===== src/rtl/spike_result_collector.sv =====
// spike_result_collector
// Collects the grid's per-tick spike packets into a frame vector, skips the
// frames produced while the layered pipeline fills, votes the winning class
// one class per cycle, and queues {picture, spikes, class} in a 2-entry
// valid/ready FIFO for readout.
module spike_result_collector #(
  parameter int NUM_OUTPUT  = 250,
  parameter int NUM_CLASSES = 10,
  parameter int NUM_PICTURE = 10000,
  parameter int LATENCY     = 2,
  parameter int PIC_W       = 16
) (
  input  logic                  clk,
  input  logic                  reset_n,
  input  logic                  tick,
  input  logic                  packet_out_valid,
  input  logic [7:0]            packet_out,
  output logic                  result_valid,
  input  logic                  result_ready,
  output logic [PIC_W-1:0]      result_picture,
  output logic [NUM_OUTPUT-1:0] result_spikes,
  output logic [3:0]            result_class,
  output logic                  done,
  output logic                  index_error,
  output logic                  drop_error
);

  // Neurons per class group and the width of a group's vote count.
  localparam int G      = NUM_OUTPUT / NUM_CLASSES;
  localparam int CNT_W  = $clog2(G + 1);
  // Tick counter only needs to tell "still filling" from "pipeline full".
  localparam int TICK_W = $clog2(LATENCY + 2);
  localparam int SUM_W  = PIC_W + 1;

  localparam logic [1:0] S_IDLE  = 2'd0;
  localparam logic [1:0] S_COUNT = 2'd1;
  localparam logic [1:0] S_PUSH  = 2'd2;

  // Number of set bits in one class group.
  function automatic logic [CNT_W-1:0] popcount(input logic [G-1:0] bits);
    logic [CNT_W-1:0] acc;
    acc = '0;
    for (int i = 0; i < G; i++) begin
      acc = acc + CNT_W'(bits[i]);
    end
    return acc;
  endfunction

  // Tick counter increment that stops once the pipeline is known to be full.
  function automatic logic [TICK_W-1:0] tick_sat_inc(input logic [TICK_W-1:0] v);
    logic [TICK_W-1:0] r;
    if (v == TICK_W'(LATENCY + 1)) begin
      r = v;
    end else begin
      r = v + TICK_W'(1);
    end
    return r;
  endfunction

  // Capture side
  logic [NUM_OUTPUT-1:0] cap;
  logic [NUM_OUTPUT-1:0] cap_nxt;
  logic [TICK_W-1:0]     tick_cnt;
  logic [TICK_W-1:0]     tick_cnt_nxt;
  logic                  pkt_ok;
  logic                  pkt_bad;

  // Frame hand-off and voting
  logic                  frame_acc;
  logic                  frame_busy;
  logic [1:0]            state;
  logic [NUM_OUTPUT-1:0] snap;
  logic [NUM_OUTPUT-1:0] work;
  logic [3:0]            cls_idx;
  logic [3:0]            best_cls;
  logic [CNT_W-1:0]      best_cnt;
  logic [CNT_W-1:0]      grp_cnt;
  logic                  last_cls;
  logic                  in_push;

  // Picture accounting
  logic [PIC_W-1:0]      pic_cnt;
  logic [SUM_W-1:0]      pic_sum;

  // Result FIFO
  logic [PIC_W-1:0]      fifo_pic [2];
  logic [NUM_OUTPUT-1:0] fifo_spk [2];
  logic [3:0]            fifo_cls [2];
  logic [1:0]            fifo_cnt;
  logic                  wr_ptr;
  logic                  rd_ptr;
  logic                  fifo_full;
  logic                  pop;
  logic                  push_ok;

  assign pkt_ok  = packet_out_valid && (int'(packet_out) < NUM_OUTPUT);
  assign pkt_bad = packet_out_valid && (int'(packet_out) >= NUM_OUTPUT);

  assign tick_cnt_nxt = tick_sat_inc(tick_cnt);

  // A frame is kept only once the pipeline has filled and the run is not over.
  assign frame_acc  = tick && !done && (tick_cnt_nxt > TICK_W'(LATENCY));
  assign frame_busy = frame_acc && (state != S_IDLE);

  // The current class group always sits at the top of the shifting copy.
  assign grp_cnt  = popcount(work[NUM_OUTPUT-1 -: G]);
  assign last_cls = (cls_idx == 4'(NUM_CLASSES - 1));
  assign in_push  = (state == S_PUSH);

  assign fifo_full = (fifo_cnt == 2'd2);
  assign pop       = result_valid && result_ready;
  // A pop in the same cycle frees the slot, so a full FIFO can still accept.
  assign push_ok   = in_push && (!fifo_full || pop);

  // A push and a drop can land together when a frame arrives during PUSH.
  assign pic_sum = {1'b0, pic_cnt} + SUM_W'(in_push) + SUM_W'(frame_busy);

  // Next capture vector: cleared by tick, then this cycle's packet is ORed in
  // so a packet coinciding with tick lands in the new frame.
  always_comb begin
    cap_nxt = tick ? '0 : cap;
    for (int n = 0; n < NUM_OUTPUT; n++) begin
      if (pkt_ok && (int'(packet_out) == n)) begin
        cap_nxt[NUM_OUTPUT-1-n] = 1'b1;
      end
    end
  end

  // Capture vector, fill counter and the out-of-range packet flag.
  always_ff @(posedge clk or negedge reset_n) begin
    if (!reset_n) begin
      cap         <= '0;
      tick_cnt    <= '0;
      index_error <= 1'b0;
    end else begin
      cap <= cap_nxt;
      if (tick) begin
        tick_cnt <= tick_cnt_nxt;
      end
      if (pkt_bad) begin
        index_error <= 1'b1;
      end
    end
  end

  // Voting FSM: snapshot on an accepted frame, one class group per cycle,
  // strict greater-than so ties keep the lowest class, then one push cycle.
  always_ff @(posedge clk or negedge reset_n) begin
    if (!reset_n) begin
      state    <= S_IDLE;
      snap     <= '0;
      work     <= '0;
      cls_idx  <= '0;
      best_cls <= '0;
      best_cnt <= '0;
    end else begin
      case (state)
        S_IDLE: begin
          if (frame_acc) begin
            snap     <= cap;
            work     <= cap;
            cls_idx  <= '0;
            best_cls <= '0;
            best_cnt <= '0;
            state    <= S_COUNT;
          end
        end
        S_COUNT: begin
          if (grp_cnt > best_cnt) begin
            best_cls <= cls_idx;
            best_cnt <= grp_cnt;
          end
          work    <= work << G;
          cls_idx <= cls_idx + 4'd1;
          if (last_cls) begin
            state <= S_PUSH;
          end
        end
        S_PUSH: begin
          state <= S_IDLE;
        end
        default: begin
          state <= S_IDLE;
        end
      endcase
    end
  end

  // Picture numbering advances for every frame that was pushed or lost so the
  // index always matches the input picture; done and drop_error are sticky.
  always_ff @(posedge clk or negedge reset_n) begin
    if (!reset_n) begin
      pic_cnt    <= '0;
      done       <= 1'b0;
      drop_error <= 1'b0;
    end else begin
      pic_cnt <= pic_sum[PIC_W-1:0];
      if (pic_sum >= SUM_W'(NUM_PICTURE)) begin
        done <= 1'b1;
      end
      if (frame_busy || (in_push && !push_ok)) begin
        drop_error <= 1'b1;
      end
    end
  end

  // Two-entry result FIFO; the head stays put until it is popped.
  always_ff @(posedge clk or negedge reset_n) begin
    if (!reset_n) begin
      for (int i = 0; i < 2; i++) begin
        fifo_pic[i] <= '0;
        fifo_spk[i] <= '0;
        fifo_cls[i] <= '0;
      end
      fifo_cnt <= '0;
      wr_ptr   <= 1'b0;
      rd_ptr   <= 1'b0;
    end else begin
      if (push_ok) begin
        fifo_pic[wr_ptr] <= pic_cnt;
        fifo_spk[wr_ptr] <= snap;
        fifo_cls[wr_ptr] <= best_cls;
        wr_ptr           <= ~wr_ptr;
      end
      if (pop) begin
        rd_ptr <= ~rd_ptr;
      end
      case ({push_ok, pop})
        2'b10:   fifo_cnt <= fifo_cnt + 2'd1;
        2'b01:   fifo_cnt <= fifo_cnt - 2'd1;
        default: fifo_cnt <= fifo_cnt;
      endcase
    end
  end

  assign result_valid   = (fifo_cnt != 2'd0);
  assign result_picture = fifo_pic[rd_ptr];
  assign result_spikes  = fifo_spk[rd_ptr];
  assign result_class   = fifo_cls[rd_ptr];

endmodule


===== config.mk =====
export PLATFORM = sky130hd
export DESIGN_NAME = spike_result_collector
export DESIGN_NICKNAME = d
export VERILOG_FILES = /design/src/rtl/spike_result_collector.sv
export SDC_FILE = /design/constraint.sdc
export NUM_CORES = 2
export LEC_CHECK = 0
export ABC_CLOCK_PERIOD_IN_PS = 6000
export CAP_MARGIN = 20
export CORE_MARGIN = 8
export CORE_UTILIZATION = 25
export CTS_BUF_LIST = sky130_fd_sc_hd__clkbuf_4 sky130_fd_sc_hd__clkbuf_8
export CTS_CLUSTER_SIZE = 25
export DETAILED_ROUTE_END_ITERATION = 16
export DONT_BUFFER_PORTS = 1
export GPL_TIMING_DRIVEN = 0
export PLACE_DENSITY = 0.41
export RECOVER_POWER = 25
export SYNTH_ARGS = -nofsm -noshare
export SYNTH_HDL_FRONTEND = slang
export SYNTH_SLANG_ARGS = --single-unit

===== constraint.sdc =====
create_clock -name clk -period 6 [get_ports clk]
set_clock_uncertainty 0.1 [all_clocks]
set_input_delay 0.3 -clock clk [delete_from_list [all_inputs] [get_ports clk]]
set_output_delay 0.3 -clock clk [all_outputs]
set_load 0.01 [all_outputs]

==> flow_summary_export.csv <==
group,metric,value,unit
hold_path,hold_end,"cap[64]",
yosys,ys_top_cells_by_count,"1330 x dfrtp_1, 776 x nand2_1, 763 x mux2_2, 302 x inv_1, 291 x o21ai_0",
yosys,ys_seq_area_share,61.8,%
timing,worst_slew_pin_slew,2830,ps
detailed_routing,dr.pass1.iters,6,
yosys,yosysTopAreaCellShare,61.8,%
job,cap_viol_max_count,8,
cts,cts_buffers,232,
global_routing,grt_start_max_net_pins,251,
floorplan,die_w,480,um
timing,fmax,178,MHz
detailed_routing,drt-total-wl,188000,um
global_routing,track_usage,16.0,%
finish,fin_area,62900,sq um
detailed_routing,routedWlPerCell,24.3,um
yosys,synth_area_leader_cell,"dfrtp_1",
placed_design,hpwl,135000,um
hold_path,min_path_cells,3,
global_routing,antenna_found_initial,13,
timing,rsz0062_at_grt,"no",
placed_design,placed_cell_area,57700,sq um
outcome,status,"finished, violations left",
global_routing,grt_pass1_vias,36700,
yosys,async_flop_share,100,%
finish,syn_to_final_growth,16.7,%
yosys,synth_cells,4438,
pwr,p_per_area,305,nW/um^2
timing,relSlewSlack,-88.8,%
timing,maxSlewViolCount,266,
hold_path,hold_path_class,"input port to flip-flop",
critical_path,worstRegToRegCells,16,
critical_path,cp-end-kind,"flip-flop",
critical_path,r2r-end,"best_cnt[0]",
yosys,ys_seq_elements,1330,
cts,cts.reportedPaths.clkPinSlew,60,ps
floorplan,rows,170,
floorplan,ios,287,
global_routing,met2_usage,26.6,%
detailed_routing,vias_per_cell,4.58,
cts,clk_latency,970,ps
yosys,synth-edff-count,0,
detailed_routing,first_iter_violations,2572,
cts,cts_tree,"yes",
placed_design,gp_congestion,0.856,
cts,cts_buffer_depth,3,
cts,cts_setup_buffers,0,
floorplan,core_area,214000,sq um
cts,cts-root-buf,"clkbuf_8",
global_routing,grt_pass1_wl,269000,um
global_routing,globalRouteOverflowTotal,0,
timing,finalHoldViolations,0,
critical_path,critPathRequiredTime,6760,ps
pwr,power.leakage,30.1,nW
pwr,vdd_drop_max,0.236,mV
yosys,syn_nets,4484,
hold_path,min_from,"packet_out[3]",
timing,setup_viol,0,
critical_path,startpoint_type,"flip-flop",
timing,period_share,93.5,%
detailed_routing,vias,35400,
global_routing,grt-busiest-layer,"met2",
critical_path,critPathMaxFanout,10,
critical_path,reg2reg_slack,390,ps
floorplan,dieArea,231000,sq um
cts,numClockSinks,1330,
yosys,ys_types,52,
detailed_routing,drc,0,
global_routing,use_met3,3.89,%
placed_design,port-buffer-count,0,
floorplan,initial_utilization,25.1,%
critical_path,worst_ep_arrival_time,6380,ps
yosys,postSynthAreaPerCell,12.1,sq um
yosys,netlist_area,53900,sq um
global_routing,use_met1,21.0,%
critical_path,rr_startpoint,"work[230]",
timing,tns,0,ps
finish,drive_above_1_share,27.3,%
yosys,synthFlopType,"dfrtp_1",
critical_path,critPathKind,"flip-flop to flip-flop",
detailed_routing,final_antenna_net_count,0,
outcome,violations,"capacitance limit, slew limit",
floorplan,die_h,480,um
yosys,yosysMostFrequentCell,"dfrtp_1",
cts,cts_max_level,4,
yosys,yosys_warnings,0,
finish,final_nets,4754,
timing,fin_crit,5610,ps
yosys,synth.area.top_cells,"dfrtp_1 62%, mux2_2 16%, nand2_1 5.4%, a22oi_1 3.1%, o22ai_1 2.9%",
area by class of cell:
type                    instances  area, sq um
repair buffers                 36          510
inverters                     303         1140
diodes                         11         27.5
clock inverters                29          330
plain buffers                 291         1340
clock buffers                 375         4590
fillers                     22300       152000
flip-flops and latches       1330        33300
multi-input cells            2514        18100
well taps                    2838         3550
logic make-up (layout without fill, tap and decap cells):
| logic type | after synthesis | in the layout | share of synthesized area, % |
|---|---|---|---|
| compound gates | 789 | 789 | 9.07 |
| fa+ha+maj | 33 | 33 | 1.03 |
| mux | 807 | 807 | 16.9 |
| xor+xnor | 23 | 23 | 0.374 |
| other cells | 0 | 11 | 0 |
| flops | 1330 | 1330 | 61.8 |
| buf+inv | 594 | 1034 | 4.58 |
| simple gates | 862 | 862 | 6.29 |
state kept, by name, summed over array words and instances (netlist names):
| register | cells |
|---|---|
| fifo_spk | 500 |
| cap | 250 |
| snap | 250 |
| work | 250 |
| fifo_pic | 32 |
| pic_cnt | 16 |
| fifo_cls | 8 |
| best_cnt | 5 |
| best_cls | 4 |
| cls_idx | 4 |
| fifo_cnt | 2 |
| state | 2 |
| tick_cnt | 2 |
| done | 1 |
| drop_error | 1 |
| index_error | 1 |
| rd_ptr | 1 |
| wr_ptr | 1 |
what timing repair did:
item                       4_1_cts  5_1_grt
setup endpoints to repair        0        8
hold buffers                    22        0
hold endpoints to repair       376        0
resized for setup                0        1
per-layer routing:
metal	vias to the layer above	wire length, um
li1	15800	-
met1	18500	81900
met2	873	90400
met3	253	11500
met4	0	3980
met5	-	0
layout by cell type, fill, tap and decap left out, drive strengths merged, types with 11 or more instances in the layout:
master | synthesis | routed
nand3 | 25 | 25
clkinv | 0 | 12
dlygate4sd3 | 0 | 20
fa | 19 | 19
buf | 169 | 173
nor2 | 25 | 25
xnor2 | 16 | 16
o21ai | 292 | 292
dfrtp | 1330 | 1330
mux2 | 807 | 807
nand2 | 776 | 776
clkbuf | 122 | 509
ha | 14 | 14
diode | 0 | 11
o22ai | 251 | 251
inv | 303 | 315
a22oi | 225 | 225
how the worst max path moves through the flow:
stage,startpoint,endpoint,slack (ps),cells past startpoint
after floorplan,work[242],best_cnt[3],800,14
after global placement,work[242],best_cnt[0],170,16
after detailed placement,work[242],best_cnt[0],170,16
after CTS,work[230],best_cnt[0],180,16
after global routing,work[230],best_cls[1],160,16
final,work[230],best_cnt[0],390,16
power breakdown:
part	switching (W)	leakage (nW)	internal, W	total, W
sequential	0.0000293	18.5	0.00901	0.00904
clock	0.00389	2.62	0.00492	0.00881
combinational	0.000903	8.99	0.000406	0.00131
total	0.00482	30.1	0.0143	0.0192
metrics by stage:
| stage | power, W | setup WS, ps | utilization, % | std cells | hold slack [ps] |
|---|---|---|---|---|---|
| 6_report | 0.0192 | 389 | 29.3 | 7727 | 104 |
| 5_1_grt | 0.0200 | 157 | 29.3 | 7720 | 31.5 |
| 4_1_cts | 0.0195 | 178 | 29.3 | 7713 | 0.608 |
| 3_5_place_dp | 0.0105 | 174 | 26.9 | 7287 | -90.2 |
| 3_3_place_gp | 0.0104 | 168 | 26.8 | 7276 | 109 |
| 2_1_floorplan | 0.00990 | 801 | - | 4438 | -95.6 |
critical path, cell delays in order, from the launching register on:
cell and delay (ps):
dfrtp_1 350, inv_1 60, fa_1 600, fa_1 460, fa_1 520, fa_1 430
fa_1 460, fa_1 400, inv_1 120, fa_1 450, ha_1 310, nor2b_1 130
o211a_1 210, o21ai_2 390, buf_2 310, nand3_1 100, o31ai_1 90
Note: power is estimated with default switching activity, not from simulation.
